===== src/rtl/framebuffer_pkg.sv =====
// Shared types for the frame-buffer scheduler: controller command encoding,
// buffer index type and the buffer base address helper.
package framebuffer_pkg;

  typedef enum logic [1:0] {
    CMD_IDLE  = 2'd0,
    CMD_WRITE = 2'd1,
    CMD_READ  = 2'd2
  } cmd_e;

  typedef logic [1:0] buf_index_t;

  localparam logic [21:0] DEFAULT_STRIDE = 22'h40000;

  function automatic logic [21:0] base_of(input buf_index_t b, input logic [21:0] stride);
    logic [21:0] r;
    r = '0;
    if (b == 2'd1) r = stride;
    else if (b == 2'd2) r = stride << 1;
    return r;
  endfunction

endpackage


===== src/rtl/triple_buffer_tracker.sv =====
// Owns the three buffer roles (read / write / ready) and the write arming flag.
// Outputs are post-event values so the scheduler can arbitrate on them in the same cycle.
module triple_buffer_tracker
  import framebuffer_pkg::*;
(
  input  logic       clk,
  input  logic       rst_n,
  input  logic       i_apply_write_start,
  input  logic       i_apply_read_start,
  input  logic       i_write_complete,
  input  logic       i_write_offset_nonzero,
  output buf_index_t o_write_buf,
  output buf_index_t o_read_buf,
  output logic       o_write_armed,
  output logic       o_drop
);

  buf_index_t r_read_buf, r_write_buf, r_ready_buf;
  logic       r_ready_valid, r_write_armed;

  buf_index_t w_free_buf;
  logic       w_drop;
  logic       w_take_ready;

  // Lowest buffer that is neither being displayed nor holding the ready frame.
  always_comb begin
    w_free_buf = 2'd2;
    if (r_read_buf != 2'd0 && r_ready_buf != 2'd0) w_free_buf = 2'd0;
    else if (r_read_buf != 2'd1 && r_ready_buf != 2'd1) w_free_buf = 2'd1;
  end

  assign w_drop       = i_apply_write_start & r_write_armed & i_write_offset_nonzero;
  assign w_take_ready = i_apply_read_start & r_ready_valid;

  assign o_write_buf   = (i_apply_write_start && !w_drop) ? w_free_buf : r_write_buf;
  assign o_read_buf    = w_take_ready ? r_ready_buf : r_read_buf;
  assign o_write_armed = i_apply_write_start | r_write_armed;
  assign o_drop        = w_drop;

  always_ff @(posedge clk) begin
    if (!rst_n) begin
      r_read_buf    <= 2'd0;
      r_write_buf   <= 2'd1;
      r_ready_buf   <= 2'd2;
      r_ready_valid <= 1'b0;
      r_write_armed <= 1'b0;
    end else begin
      r_write_buf   <= o_write_buf;
      r_read_buf    <= o_read_buf;
      r_write_armed <= i_write_complete ? 1'b0 : o_write_armed;
      if (w_take_ready) r_ready_valid <= 1'b0;
      if (i_write_complete) begin
        r_ready_buf   <= r_write_buf;
        r_ready_valid <= 1'b1;
      end
    end
  end

endmodule


===== src/rtl/framebuffer_scheduler.sv =====
// Arbitrates the SDRAM command port between camera write bursts and display read
// bursts. The FSM state is the controller command, so `command` exposes it directly.
module framebuffer_scheduler
  import framebuffer_pkg::*;
#(
  parameter int          BURST_LENGTH = 8,
  parameter int          FRAME_WORDS  = 153600,
  parameter logic [21:0] FRAME_STRIDE = DEFAULT_STRIDE,
  parameter int          LEVEL_WIDTH  = 5,
  parameter int          STARVE_LIMIT = 4
) (
  input  logic                   sdram_clk,
  input  logic                   reset_n,
  input  logic [LEVEL_WIDTH-1:0] write_used,
  output logic                   write_pop,
  input  logic                   write_frame_start,
  input  logic [LEVEL_WIDTH-1:0] read_free,
  output logic                   read_push,
  input  logic                   read_frame_start,
  output logic [1:0]             command,
  output logic [21:0]            data_address,
  input  logic                   data_write_done,
  input  logic                   data_read_valid,
  output logic                   frame_dropped
);

  localparam int                   SW        = $clog2(STARVE_LIMIT + 1);
  localparam logic [SW-1:0]        STREAK_MX = SW'(STARVE_LIMIT);
  localparam logic [3:0]           BEAT_LAST = 4'(BURST_LENGTH - 1);
  localparam logic [LEVEL_WIDTH-1:0] BL_LVL  = LEVEL_WIDTH'(BURST_LENGTH);
  localparam logic [21:0]          BL_OFF    = 22'(BURST_LENGTH);
  localparam logic [21:0]          FRAME_OFF = 22'(FRAME_WORDS);

  // Handshake: the controller raises data_write_done / data_read_valid once per
  // word of the active burst; each is accepted in the cycle it is high (no stall).
  cmd_e        r_state, w_state_nxt;
  logic [3:0]  r_beat, w_beat_nxt;
  logic [21:0] r_woff, r_roff, r_addr;
  logic [21:0] w_woff_nxt, w_roff_nxt, w_addr_nxt;
  logic [SW-1:0] r_streak, w_streak_nxt;
  logic        r_pend_w, r_pend_r, r_drop;
  logic        w_idle, w_apply_w, w_apply_r, w_write_complete;
  logic        w_w_elig, w_r_elig, w_armed, w_drop;
  buf_index_t  w_write_buf, w_read_buf;

  assign w_idle    = (r_state == CMD_IDLE);
  assign w_apply_w = w_idle & (r_pend_w | write_frame_start);
  assign w_apply_r = w_idle & (r_pend_r | read_frame_start);

  triple_buffer_tracker u_tracker (
    .clk                    (sdram_clk),
    .rst_n                  (reset_n),
    .i_apply_write_start    (w_apply_w),
    .i_apply_read_start     (w_apply_r),
    .i_write_complete       (w_write_complete),
    .i_write_offset_nonzero (r_woff != 22'd0),
    .o_write_buf            (w_write_buf),
    .o_read_buf             (w_read_buf),
    .o_write_armed          (w_armed),
    .o_drop                 (w_drop)
  );

  assign w_w_elig = w_armed & (write_used >= BL_LVL);
  assign w_r_elig = (read_free >= BL_LVL);

  always_comb begin
    w_state_nxt      = r_state;
    w_beat_nxt       = r_beat;
    w_woff_nxt       = w_apply_w ? 22'd0 : r_woff;
    w_roff_nxt       = w_apply_r ? 22'd0 : r_roff;
    w_addr_nxt       = r_addr;
    w_streak_nxt     = r_streak;
    w_write_complete = 1'b0;
    unique case (r_state)
      CMD_IDLE: begin
        w_beat_nxt = 4'd0;
        // Read wins unless the writer has already been passed over STARVE_LIMIT times.
        if (w_w_elig && (r_streak == STREAK_MX || !w_r_elig)) begin
          w_state_nxt  = CMD_WRITE;
          w_addr_nxt   = base_of(w_write_buf, FRAME_STRIDE) + w_woff_nxt;
          w_streak_nxt = '0;
        end else if (w_r_elig) begin
          w_state_nxt = CMD_READ;
          w_addr_nxt  = base_of(w_read_buf, FRAME_STRIDE) + w_roff_nxt;
          if (w_w_elig) w_streak_nxt = r_streak + SW'(1);
        end
      end
      CMD_WRITE: begin
        if (data_write_done) begin
          if (r_beat == BEAT_LAST) begin
            w_state_nxt      = CMD_IDLE;
            w_woff_nxt       = r_woff + BL_OFF;
            w_write_complete = (r_woff + BL_OFF == FRAME_OFF);
          end else begin
            w_beat_nxt = r_beat + 4'd1;
          end
        end
      end
      CMD_READ: begin
        if (data_read_valid) begin
          if (r_beat == BEAT_LAST) begin
            w_state_nxt = CMD_IDLE;
            w_roff_nxt  = (r_roff + BL_OFF == FRAME_OFF) ? 22'd0 : r_roff + BL_OFF;
          end else begin
            w_beat_nxt = r_beat + 4'd1;
          end
        end
      end
      default: w_state_nxt = CMD_IDLE;
    endcase
  end

  always_ff @(posedge sdram_clk) begin
    if (!reset_n) begin
      r_state  <= CMD_IDLE;
      r_beat   <= 4'd0;
      r_woff   <= 22'd0;
      r_roff   <= 22'd0;
      r_addr   <= 22'd0;
      r_streak <= '0;
      r_pend_w <= 1'b0;
      r_pend_r <= 1'b0;
      r_drop   <= 1'b0;
    end else begin
      r_state  <= w_state_nxt;
      r_beat   <= w_beat_nxt;
      r_woff   <= w_woff_nxt;
      r_roff   <= w_roff_nxt;
      r_addr   <= w_addr_nxt;
      r_streak <= w_streak_nxt;
      r_pend_w <= (r_pend_w | write_frame_start) & ~w_idle;
      r_pend_r <= (r_pend_r | read_frame_start) & ~w_idle;
      r_drop   <= w_drop;
    end
  end

  // Unarmed camera data has no frame to land in, so it is drained without a command.
  assign write_pop     = ((r_state == CMD_WRITE) & data_write_done) |
                         (~w_armed & (write_used != '0));
  assign read_push     = (r_state == CMD_READ) & data_read_valid;
  assign command       = r_state;
  assign data_address  = r_addr;
  assign frame_dropped = r_drop;

endmodule


===== config.mk =====
export PLATFORM = sky130hd
export DESIGN_NAME = framebuffer_scheduler
export DESIGN_NICKNAME = d
export VERILOG_FILES = /design/src/rtl/framebuffer_pkg.sv /design/src/rtl/triple_buffer_tracker.sv /design/src/rtl/framebuffer_scheduler.sv
export SDC_FILE = /design/constraint.sdc
export NUM_CORES = 1
export LEC_CHECK = 0
export CAP_MARGIN = 0
export CORE_MARGIN = 5
export CORE_UTILIZATION = 35
export DETAILED_ROUTE_END_ITERATION = 6
export DONT_BUFFER_PORTS = 1
export PLACE_DENSITY_LB_ADDON = 0.25
export SYNTH_ARGS = -nofsm -noshare
export SYNTH_HDL_FRONTEND = slang
export SYNTH_SLANG_ARGS = --single-unit

===== constraint.sdc =====
create_clock -name sdram_clk -period 8.6 [get_ports sdram_clk]
set_input_delay 1.72 -clock sdram_clk [delete_from_list [all_inputs] [get_ports sdram_clk]]
set_output_delay 1.72 -clock sdram_clk [all_outputs]
set_load 0.03 [all_outputs]

==> metrics.txt <==
Synth Area per Inst=7.755 um2; hold buffer count at cts=0; Area Overhead vs Synth=7.447%; CTS tree=built; post-synthesis sequential area ratio=a little over a third; Req. time, crit path=6880 ps; critical path arrival=3240 ps; Clk Latency, worst-skew pair=350 ps; max-slew violations=0; Post-CTS Setup Repair Bufs=0; routed wire length=13810 um; Core Region=13880 um2; initial antenna violation count=0; Static Leak=~1.8 nW; Num CTS Buffers=9; setup TNS=0 ps; Mapped Area=between 4000 and 5000 um2; Initial Util=35.59%; first-pass GRT wire length=22650 um; Post-Synthesis Cells=637; Pwr Density=219.0 nW/um2; DRT Pass-1 Iters=5; Netlist cell types=66; fmax=201.6 MHz; min cycle time layout=between 4000 and 5000 ps; CTS Buffer Depth=2; share of cells above drive strength 1=6.414%; Post-synth EDFFs=0; Finished Core Util=38.24%; Slew headroom=30.72%; Die Span Y=around 130 um; final worst path period share=between 50% and 60%; HPWL after detailed placement=9805 um; die area=16590 um2; Final Hold Vio Count=0; status=finished clean; Max FO, Critical Path=10; placer congestion estimate=between 0.8 and 0.9; Ys Warns=0; Main synth FF type=dfxtp_1; most frequent cells in the layout=dfxtp_1 (86), nor2_1 (81), nand2_1 (59); DR iter-0 viols=about 470; RSZ-0062 raised after global routing=false; DR DRC count=0; CP startpoint kind=primary input; Peak VDD IR=0.00008677 V; largest net degree at the start of global routing=44; Final Net Count=634; number of global-route vias before repair=around 4300; CTS resizes=0; Hold Path Class=flip-flop to flip-flop; H-tree depth=3; syn_nets=668; critical path type=primary input to output pin; DR vias=around 4600; top cell type's share of synthesized area=about a third; clock root cell=clkbuf_16; Slew @ Worst Pin=1036 ps; Total Routing Usage GR=17.03%; max_cap viols=0; Clk pin slew, worst setup/hold paths=60 ps; Yosys top cell by area=dfxtp_1; global route total overflow=0; Rows=43; most common cell after layout, fill and taps aside=dfxtp_1; Synth area leaders=dfxtp_1 (35%), nor2_1 (6.2%), nand2_1 (4.5%), a21oi_1 (3.9%), a211oi_1 (3.5%); post-synthesis register bit count=86; async set-reset flop share out of synthesis=0%; Setup crit end kind=output pin; vias per cell=slightly below 6; final setup violation count=0; post-route ant nets=0; drt wl/cell=around 18 um; Sink Count=86; IO Port Bufs=0; Clock Skew=about 8 ps; IO Pins=43; n_diodes=0; Die X=128.8 um
-- registers in the layout (all words and copies together) (netlist names) --
| signal | count |
|---|---|
| command | 2 |
| u_tracker.r_read_buf | 2 |
| u_tracker.r_write_buf | 2 |
| data_address | 22 |
| r_beat | 4 |
| r_pend_r | 1 |
| r_streak | 3 |
| r_woff | 22 |
| u_tracker.r_ready_buf | 2 |
| frame_dropped | 1 |
| r_pend_w | 1 |
| u_tracker.r_write_armed | 1 |
| r_roff | 22 |
| u_tracker.r_ready_valid | 1 |
-- layout make-up --
class                           instances  area, um2
Clock inverter                          6      68.82
Timing Repair Buffer                    4      30.03
Inverter                               26      97.59
Clock buffer                           10      239.0
Multi-Input combinational cell        476       2925
Tap cell                              180      225.2
Fill cell                            1436       8573
Sequential cell                        86       1722
-- cells in the mapped netlist, types with 6 or more instances --
| cell | number |
|---|---|
| o21ai_0 | 30 |
| mux2i_1 | 8 |
| nor2_1 | 81 |
| inv_1 | 25 |
| nor4_1 | 20 |
| nand2_1 | 59 |
| xnor2_1 | 8 |
| nand4_1 | 12 |
| ha_1 | 13 |
| a31oi_1 | 7 |
| clkbuf_1 | 39 |
| nand3_1 | 19 |
| and2_1 | 10 |
| and4_1 | 6 |
| a22oi_1 | 22 |
| xor2_1 | 6 |
| buf_2 | 8 |
| a21oi_1 | 38 |
| nor3_1 | 23 |
| dfxtp_1 | 86 |
| and3_1 | 9 |
| a211oi_1 | 23 |
-- worst paths after layout --
path	startpoint	to	slack (ps)	cells past startpoint
worst max-delay path	write_frame_start	write_pop	3640	3
worst min-delay path	r_woff[1]	r_woff[1]	440	2
worst max register to register	r_woff[1]	data_address[20]	5410	12
worst min register to register	r_woff[1]	r_woff[1]	440	2
-- per-stage QoR --
step / worst slack, ps / total power (W) / area (um2) / hold WS (ps) / std cells
2_1_floorplan: 3945 / 0.0007055 / 4940 / 415.8 / 637
4_1_cts: 3621 / 0.001174 / 5308 / 442.0 / 788
6_report: 3639 / 0.001162 / 5308 / 440.4 / 788
3_3_place_gp: 3668 / 0.0007577 / 5000 / 431.8 / 772
5_1_grt: 3493 / 0.001230 / 5308 / 469.2 / 788
3_5_place_dp: 3624 / 0.0007653 / 5000 / 431.4 / 772
-- critical path, cell delays in order --
cell and delay (ps):
o21ai_1 520, nand2b_1 200, o21ai_0 790
-- routing by layer --
layer / up-vias / wire length [um] / global-route usage (%)
met5: - / 0 / 0
met4: 0 / 134 / 4.015
met3: 12 / 662 / 4.151
met2: 94 / 6659 / 28.26
met1: 2184 / 6353 / 22.36
li1: 2260 / - / -
-- cell families after synthesis --
family | count (synthesis) | synth area share (%)
and+or+nand+nor | 275 | 28.57
AOI/OAI and AO/OA | 160 | 21.53
DFF | 86 | 34.85
buffers and inverters | 75 | 5.927
adders and majority gates | 15 | 4.103
xor gates and xnor gates | 14 | 2.482
muxes | 12 | 2.533
-- power breakdown --
part	total (W)	internal, W	switching, W	leakage [nW]
Combinational	0.000233	0.0000702	0.000163	1.00
Clock	0.000407	0.000235	0.000172	0.149
Sequential	0.000522	0.000435	0.0000866	0.697
(Power assumes the default switching activity.)
